## src/rtl/bus_arbiter.sv

```systemverilog
// bus_arbiter: round-robin arbiter that lets two bus masters share one system bus.
// Each grant carries one transfer, and a watchdog turns a missing s_rdy into an access fault.
module bus_arbiter #(
   parameter int TIMEOUT = 255,
   parameter int TO_W    = 8
) (
   input  logic        clk,
   input  logic        rst,
   input  logic [31:0] m0_addr,
   input  logic [31:0] m0_data_o,
   input  logic        m0_rd_n,
   input  logic        m0_wr_n,
   input  logic [3:0]  m0_lanes,
   output logic        m0_rdy,
   output logic        m0_acc_fault,
   output logic        m0_gnt,
   input  logic [31:0] m1_addr,
   input  logic [31:0] m1_data_o,
   input  logic        m1_rd_n,
   input  logic        m1_wr_n,
   input  logic [3:0]  m1_lanes,
   output logic        m1_rdy,
   output logic        m1_acc_fault,
   output logic        m1_gnt,
   output logic [31:0] m_data_i,
   output logic [31:0] s_addr,
   output logic [31:0] s_data_o,
   output logic        s_rd_n,
   output logic        s_wr_n,
   output logic [3:0]  s_lanes,
   input  logic [31:0] s_data_i,
   input  logic        s_rdy,
   input  logic        s_acc_fault
);
   typedef enum logic [1:0] {IDLE, GNT0, GNT1, DONE} state_t;
   state_t          r_state, w_next;
   logic            r_last;
   logic [TO_W-1:0] r_wd;
   logic            w_req0, w_req1, w_g0, w_g1, w_gnt, w_req_g;
   logic            w_wd_fault, w_rdy, w_fault, w_end;
   assign w_req0     = ~m0_rd_n | ~m0_wr_n;
   assign w_req1     = ~m1_rd_n | ~m1_wr_n;
   assign w_g0       = r_state == GNT0;
   assign w_g1       = r_state == GNT1;
   assign w_gnt      = w_g0 | w_g1;
   assign w_req_g    = w_g0 ? w_req0 : w_req1;
   assign w_wd_fault = r_wd == TO_W'(TIMEOUT - 1);
   // A ready arriving on the expiry cycle wins; an aborting master gets neither strobe.
   assign w_rdy      = w_req_g & s_rdy;
   assign w_fault    = w_req_g & (s_acc_fault | (w_wd_fault & ~s_rdy));
   assign w_end      = ~w_req_g | s_rdy | s_acc_fault | w_wd_fault;
   always_comb begin
      w_next = r_state;
      if (r_state == IDLE)
         w_next = (w_req0 & (~w_req1 | r_last)) ? GNT0 : w_req1 ? GNT1 : IDLE;
      else if (r_state == DONE)
         w_next = IDLE;
      else if (w_end)
         w_next = DONE;
   end
   always_ff @(posedge clk or posedge rst) begin
      if (rst) begin
         r_state <= IDLE;
         r_last  <= 1'b1;
         r_wd    <= '0;
      end else begin
         r_state <= w_next;
         if (w_gnt & w_end)
            r_last <= w_g1;
         r_wd <= (w_gnt & ~w_end) ? r_wd + 1'b1 : '0;
      end
   end
   assign m0_gnt       = w_g0;
   assign m1_gnt       = w_g1;
   assign m0_rdy       = w_g0 & w_rdy;
   assign m1_rdy       = w_g1 & w_rdy;
   assign m0_acc_fault = w_g0 & w_fault;
   assign m1_acc_fault = w_g1 & w_fault;
   assign m_data_i     = s_data_i;
   assign s_addr       = w_g0 ? m0_addr   : w_g1 ? m1_addr   : '0;
   assign s_data_o     = w_g0 ? m0_data_o : w_g1 ? m1_data_o : '0;
   assign s_lanes      = w_g0 ? m0_lanes  : w_g1 ? m1_lanes  : '0;
   assign s_rd_n       = w_g0 ? m0_rd_n   : w_g1 ? m1_rd_n   : 1'b1;
   assign s_wr_n       = w_g0 ? m0_wr_n   : w_g1 ? m1_wr_n   : 1'b1;
endmodule

```

## config.mk

```make
export PLATFORM = sky130hd
export DESIGN_NAME = bus_arbiter
export DESIGN_NICKNAME = d
export VERILOG_FILES = /design/src/rtl/bus_arbiter.sv
export SDC_FILE = /design/constraint.sdc
export NUM_CORES = 1
export LEC_CHECK = 0
export CORE_AREA = 3 3 110 112
export CTS_BUF_LIST = sky130_fd_sc_hd__clkbuf_8
export CTS_CLUSTER_DIAMETER = 120
export DETAILED_ROUTE_END_ITERATION = 10
export DIE_AREA = 0 0 113 115
export PLACE_DENSITY_LB_ADDON = 0.2
export SETUP_SLACK_MARGIN = 0.5
export SYNTH_ARGS = -nofsm -noshare
export SYNTH_HDL_FRONTEND = slang
export SYNTH_SLANG_ARGS = --single-unit
```

## constraint.sdc

```tcl
create_clock -name clk -period 2.4 [get_ports clk]
set_input_delay 0.36 -clock clk [delete_from_list [all_inputs] [get_ports clk]]
set_output_delay 0.36 -clock clk [all_outputs]
set_load 0.05 [all_outputs]
```

**Word-level counts from Yosys, hierarchy flattened**

Cells that the tools add are included.

- Flip-flop bits (word level): 11
- Logic and storage cells: 53

- Add/sub/neg operators: 1
- Equal/unequal tests: 4
- Multiplexer cells: 17
- Bitwise gates (word level): 26
- Reduce and logical (&&, ||, !) cells: 2

Operators by type and width:

| kind | number |
|---|---|
| 32-bit two-way mux | 4 |
| 1-bit bitwise AND | 10 |
| 2-bit two-way mux | 5 |
| 8-bit by 1-bit adder with 8-bit output (second input constant) | 1 |
| 8-bit == test (second input constant) | 1 |
| 4-bit two-way mux | 2 |
| 8-bit two-way mux | 1 |
| 1-bit inverter | 8 |
| 1-bit bitwise OR | 8 |
| 1-bit two-way mux | 5 |
| 2-bit == test (second input constant) | 2 |
| 3-bit nonzero test | 1 |
| 2-bit by 1-bit == test with 1-bit output (second input constant) | 1 |
| 2-bit zero test | 1 |

**Longest topological paths before layout**

- Depth after elaboration: 10
- Mapped depth: 8
- Mapped depth without buffers: 6

**Worst setup path after synthesis**

Ideal clock, no wire load.

- Path type: register to output
- Start: register r_state[0]
- End: output port s_addr[10]
- Data arrival time: 2.651 ns
- Required time: 2.040 ns
- Slack: -0.611 ns
- Cell stages (with the launch flop): 7
- Cells stage by stage: dfrtp_1 -> inv_1 -> ha_1 -> clkbuf_1 -> clkbuf_1 -> nand2_1 -> o21ai_0

- Cells in the longest elaborated chain, start to end: 3

RTL lines:

| what | RTL line | RTL |
|---|---|---|
| from (decl) | 36 | `state_t r_state, w_next;` |
| from (signal assigned) | 67 | `r_state <= w_next;` |
| 2-bit == test | 44 | `assign w_g1 = r_state == GNT1;` |
| via m1_gnt | 24 | `output logic m1_gnt,` |
| 32-bit two-way mux (2 in a row) | 80 | `assign s_addr = w_g0 ? m0_addr : w_g1 ? m1_addr : '0;` |
| to (decl) | 26 | `output logic [31:0] s_addr,` |

The timed path passes the listed nets, and every way through them passes these cells.

**Final worst setup path**

- Start: register r_state[0]
- End: output port s_data_o[12]

- Cells in the longest elaborated chain, start to end: 3

RTL lines:

| what | RTL line | RTL |
|---|---|---|
| 2-bit == test | 44 |  |
| 32-bit two-way mux | 81 | `assign s_data_o = w_g0 ? m0_data_o : w_g1 ? m1_data_o : '0;` |
| 32-bit two-way mux * | 81 |  |
| to (decl) | 27 | `output logic [31:0] s_data_o,` |

Every way passes the cells marked *; elsewhere a longest branch is shown, timed or not.

==> impl_metrics.env <==
export IMPL_outcome="finished, final reports clean"
export IMPL_worstPathMaxFanout=7
export IMPL_maxCapViolCount=0
export IMPL_synth_top_family_by_area="simple AND/OR/NAND/NOR gates"
export IMPL_row_count=39
export IMPL_synth_nets=511
export IMPL_ir_drop_v=0.000854
export IMPL_final_nets=732
export IMPL_required_ps=2040
export IMPL_hpwl_microns=8920
export IMPL_cp_data_arrival_time_ps=1640
export IMPL_synthAdderAreaFrac_pct=4.01
export IMPL_die_w_microns=113
export IMPL_grt_pass1_wl_microns=18100
export IMPL_drtIter0Drc=75
export IMPL_finalSetupViolCount=0
export IMPL_hold_violations=0
export IMPL_clock_path_buffers=2
export IMPL_place_congestion=0.830
export IMPL_cpPeakStageDelay_ps=430
export IMPL_vias=3105
export IMPL_synthMuxAreaShare_pct=0.602
export IMPL_yosysUniqueCellTypes=29
export IMPL_die_h_microns=115
export IMPL_vias_per_cell=4.49
export IMPL_tns_ps=0
export IMPL_rsz0062_at_grt="true"
export IMPL_start_util_pct=16.5
export IMPL_clkLatencyLatePin_ps=240
export IMPL_path_common_cell="buf_16"
export IMPL_layout_drive_gt1_share_pct=49.9
export IMPL_min_period_ps=2000
export IMPL_floorplan_die_area_sq_um=13000
export IMPL_core_area_sq_um=11300
export IMPL_cp_slowest_cell="dfrtp_2"
export IMPL_wl_per_cell_microns=18.3
export IMPL_fillers=920
export IMPL_clk_pin_slew_worst_paths_ps=50
export IMPL_root_buffer="clkbuf_8"
export IMPL_ant_nets=0
export IMPL_syn_to_final_growth_pct=258
export IMPL_synth_xor_area_share_pct=2.81
export IMPL_regArea_sq_um=278
export IMPL_grt_max_degree=28
export IMPL_fmax_mhz=500
export IMPL_setup_worst_path_class="reg -> out"
export IMPL_cts_tree="yes"
export IMPL_htreeDepth=1
export IMPL_layout_commonest_cell="clkdlybuf4s50_1"
export IMPL_io_pins=284
export IMPL_fin_crit_sh_pct=83.3
export IMPL_synth_simple_area_share_pct=36.7
export IMPL_grt_overflow_total=0
export IMPL_final_max_slew_viol_count=0
export IMPL_cp_start_kind="register"
export IMPL_dr_pass1_iters=4
export IMPL_critPathCaptureType="primary output"
export IMPL_antenna_cells=0
export IMPL_syn_area_sq_um=1870
export IMPL_tightest_slew_ps=437
export IMPL_power_density_nw_per_um2=1520
export IMPL_synth_compound_area_share_pct=21.7
export IMPL_cts_made_buffers=3
export IMPL_grt_pass1_vias=3096
export IMPL_multi_input_area_sq_um=2260
export IMPL_stdcell_count=692
export IMPL_yosysWarnings=0
export IMPL_syn_inst=329
export IMPL_antenna_found_initial=0
export IMPL_layout_common_cells="clkdlybuf4s50_1, nand2_1, buf_12"
export IMPL_drc_errors=0
export IMPL_yosysSeqAreaShare_pct=14.8
export IMPL_finalWirelength_microns=12600
export IMPL_slew_headroom_pct=70.8
export IMPL_crit_chain="ha_4 -> buf_6 -> buf_16 -> buf_16 -> o21ai_4 -> buf_12"
export IMPL_ys_ff_latch=11
export IMPL_skew_ps=0.631
export IMPL_dp_cells=644
export IMPL_cts_sinks=11
export IMPL_grt_use_total_pct=17.3
export IMPL_p_leak_nw=2.61
export IMPL_io_buffers=219
export IMPL_syn_area_per_cell_sq_um=5.69
export IMPL_hold_path_class="in -> async"
==> per-layer routing <==
metal,track usage [%],vias up,wire (microns)
li1,-,1495,-
met1,20.5,1466,4700
met2,31.8,132,6850
met3,4.47,12,900
met4,3.37,0,184
met5,0,-,0
==> power by group <==
group	internal, mW	total, mW	switching [mW]	leakage [nW]
registers	0.223	0.248	0.0246	0.144
clock network	0.114	0.188	0.0735	0.0255
logic	4.79	9.78	4.99	2.44
total	5.13	10.2	5.09	2.61
==> final cells by class <==
type                            count  area share [%]
Inverter                            6           0.336
Sequential cell                    11            4.14
Tap cell                          143            2.67
Clock buffer                        3           0.616
Multi-Input combinational cell    255            33.7
Timing Repair Buffer              273            58.4
Clock inverter                      1          0.0747
==> flip-flops by register name, summed over array words and instances (netlist names) <==
register  flops
r_last        1
r_wd          8
r_state       2
==> metrics by stage <==
step | setup slack (ps) | hold WS, ps | instance area, sq um | util, % | power [mW]
after floorplan | 479 | 212 | 2790 | - | 5.08
after global placement | 426 | 527 | 5550 | 49.0 | 8.13
after detailed placement | 381 | 534 | 5550 | 49.0 | 8.18
after CTS | 393 | 429 | 6340 | 56.0 | 9.79
after global routing | 342 | 469 | 6700 | 59.2 | 10.6
final | 402 | 421 | 6700 | 59.2 | 10.2
==> cells by family after synthesis <==
family                     Yosys count
buffers and inverters               63
xor gates and xnor gates             6
muxes                                1
adders and majority gates            6
AOI/OAI and AO/OA                   76
DFF                                 11
and+or+nand+nor                    166
==> what timing repair did <==
item	CTS	global route
hold buffers	0	0
buffers inserted	19	6
gates resized for setup	60	59
pin swaps	17	26
gates cloned	13	6
setup endpoints to repair	74	82
==> critical path: cells and delay by family, from the launching register on <==
family | cells | cell delay (ps)
buffers and inverters | 4 | 570
DFF | 1 | 430
adders and majority gates | 1 | 210
AOI/OAI and AO/OA | 1 | 170
==> final timing paths <==
path,end,start,cells past startpoint,slack [ps]
max,s_data_o[12],r_state[0]$_DFFE_PP0P_,6,400
min,r_wd[3]$_DFF_PP0_,rst,2,420
max reg2reg,r_wd[3]$_DFF_PP0_,r_state[0]$_DFFE_PP0P_,7,640
min reg2reg,r_wd[5]$_DFF_PP0_,r_wd[5]$_DFF_PP0_,2,560
max in group asynchronous,r_last$_DFFE_PP1P_,rst,2,1650
min in group clk,r_wd[5]$_DFF_PP0_,r_wd[5]$_DFF_PP0_,2,560
==> synth_stat cells <==
master / instances / area share (%)
buf_4: 32 / 13
dfrtp_1: 10 / 13
a21oi_1: 2 / 0.53
dfstp_2: 1 / 1.4
xor2_1: 5 / 2.3
nand2b_1: 1 / 0.33
o31ai_1: 3 / 1.2
and3_2: 1 / 0.40
or2_2: 1 / 0.33
ha_1: 6 / 4.0
nor2b_1: 3 / 1.0
or4_4: 1 / 0.60
a22o_1: 3 / 1.4
nand4_1: 1 / 0.33
o21ai_0: 66 / 18
mux2_2: 1 / 0.60
nor4_1: 2 / 0.67
inv_1: 6 / 1.2
buf_6: 1 / 0.60
buf_1: 7 / 1.4
clkbuf_1: 17 / 3.4
nand3_1: 6 / 1.6
nand2_1: 134 / 27
and3_1: 4 / 1.3
xnor2_1: 1 / 0.47
and4_4: 2 / 1.2
o21a_1: 1 / 0.40
nor2_1: 10 / 2.0
a21o_2: 1 / 0.47
Note: power is estimated with default switching activity, not from simulation.
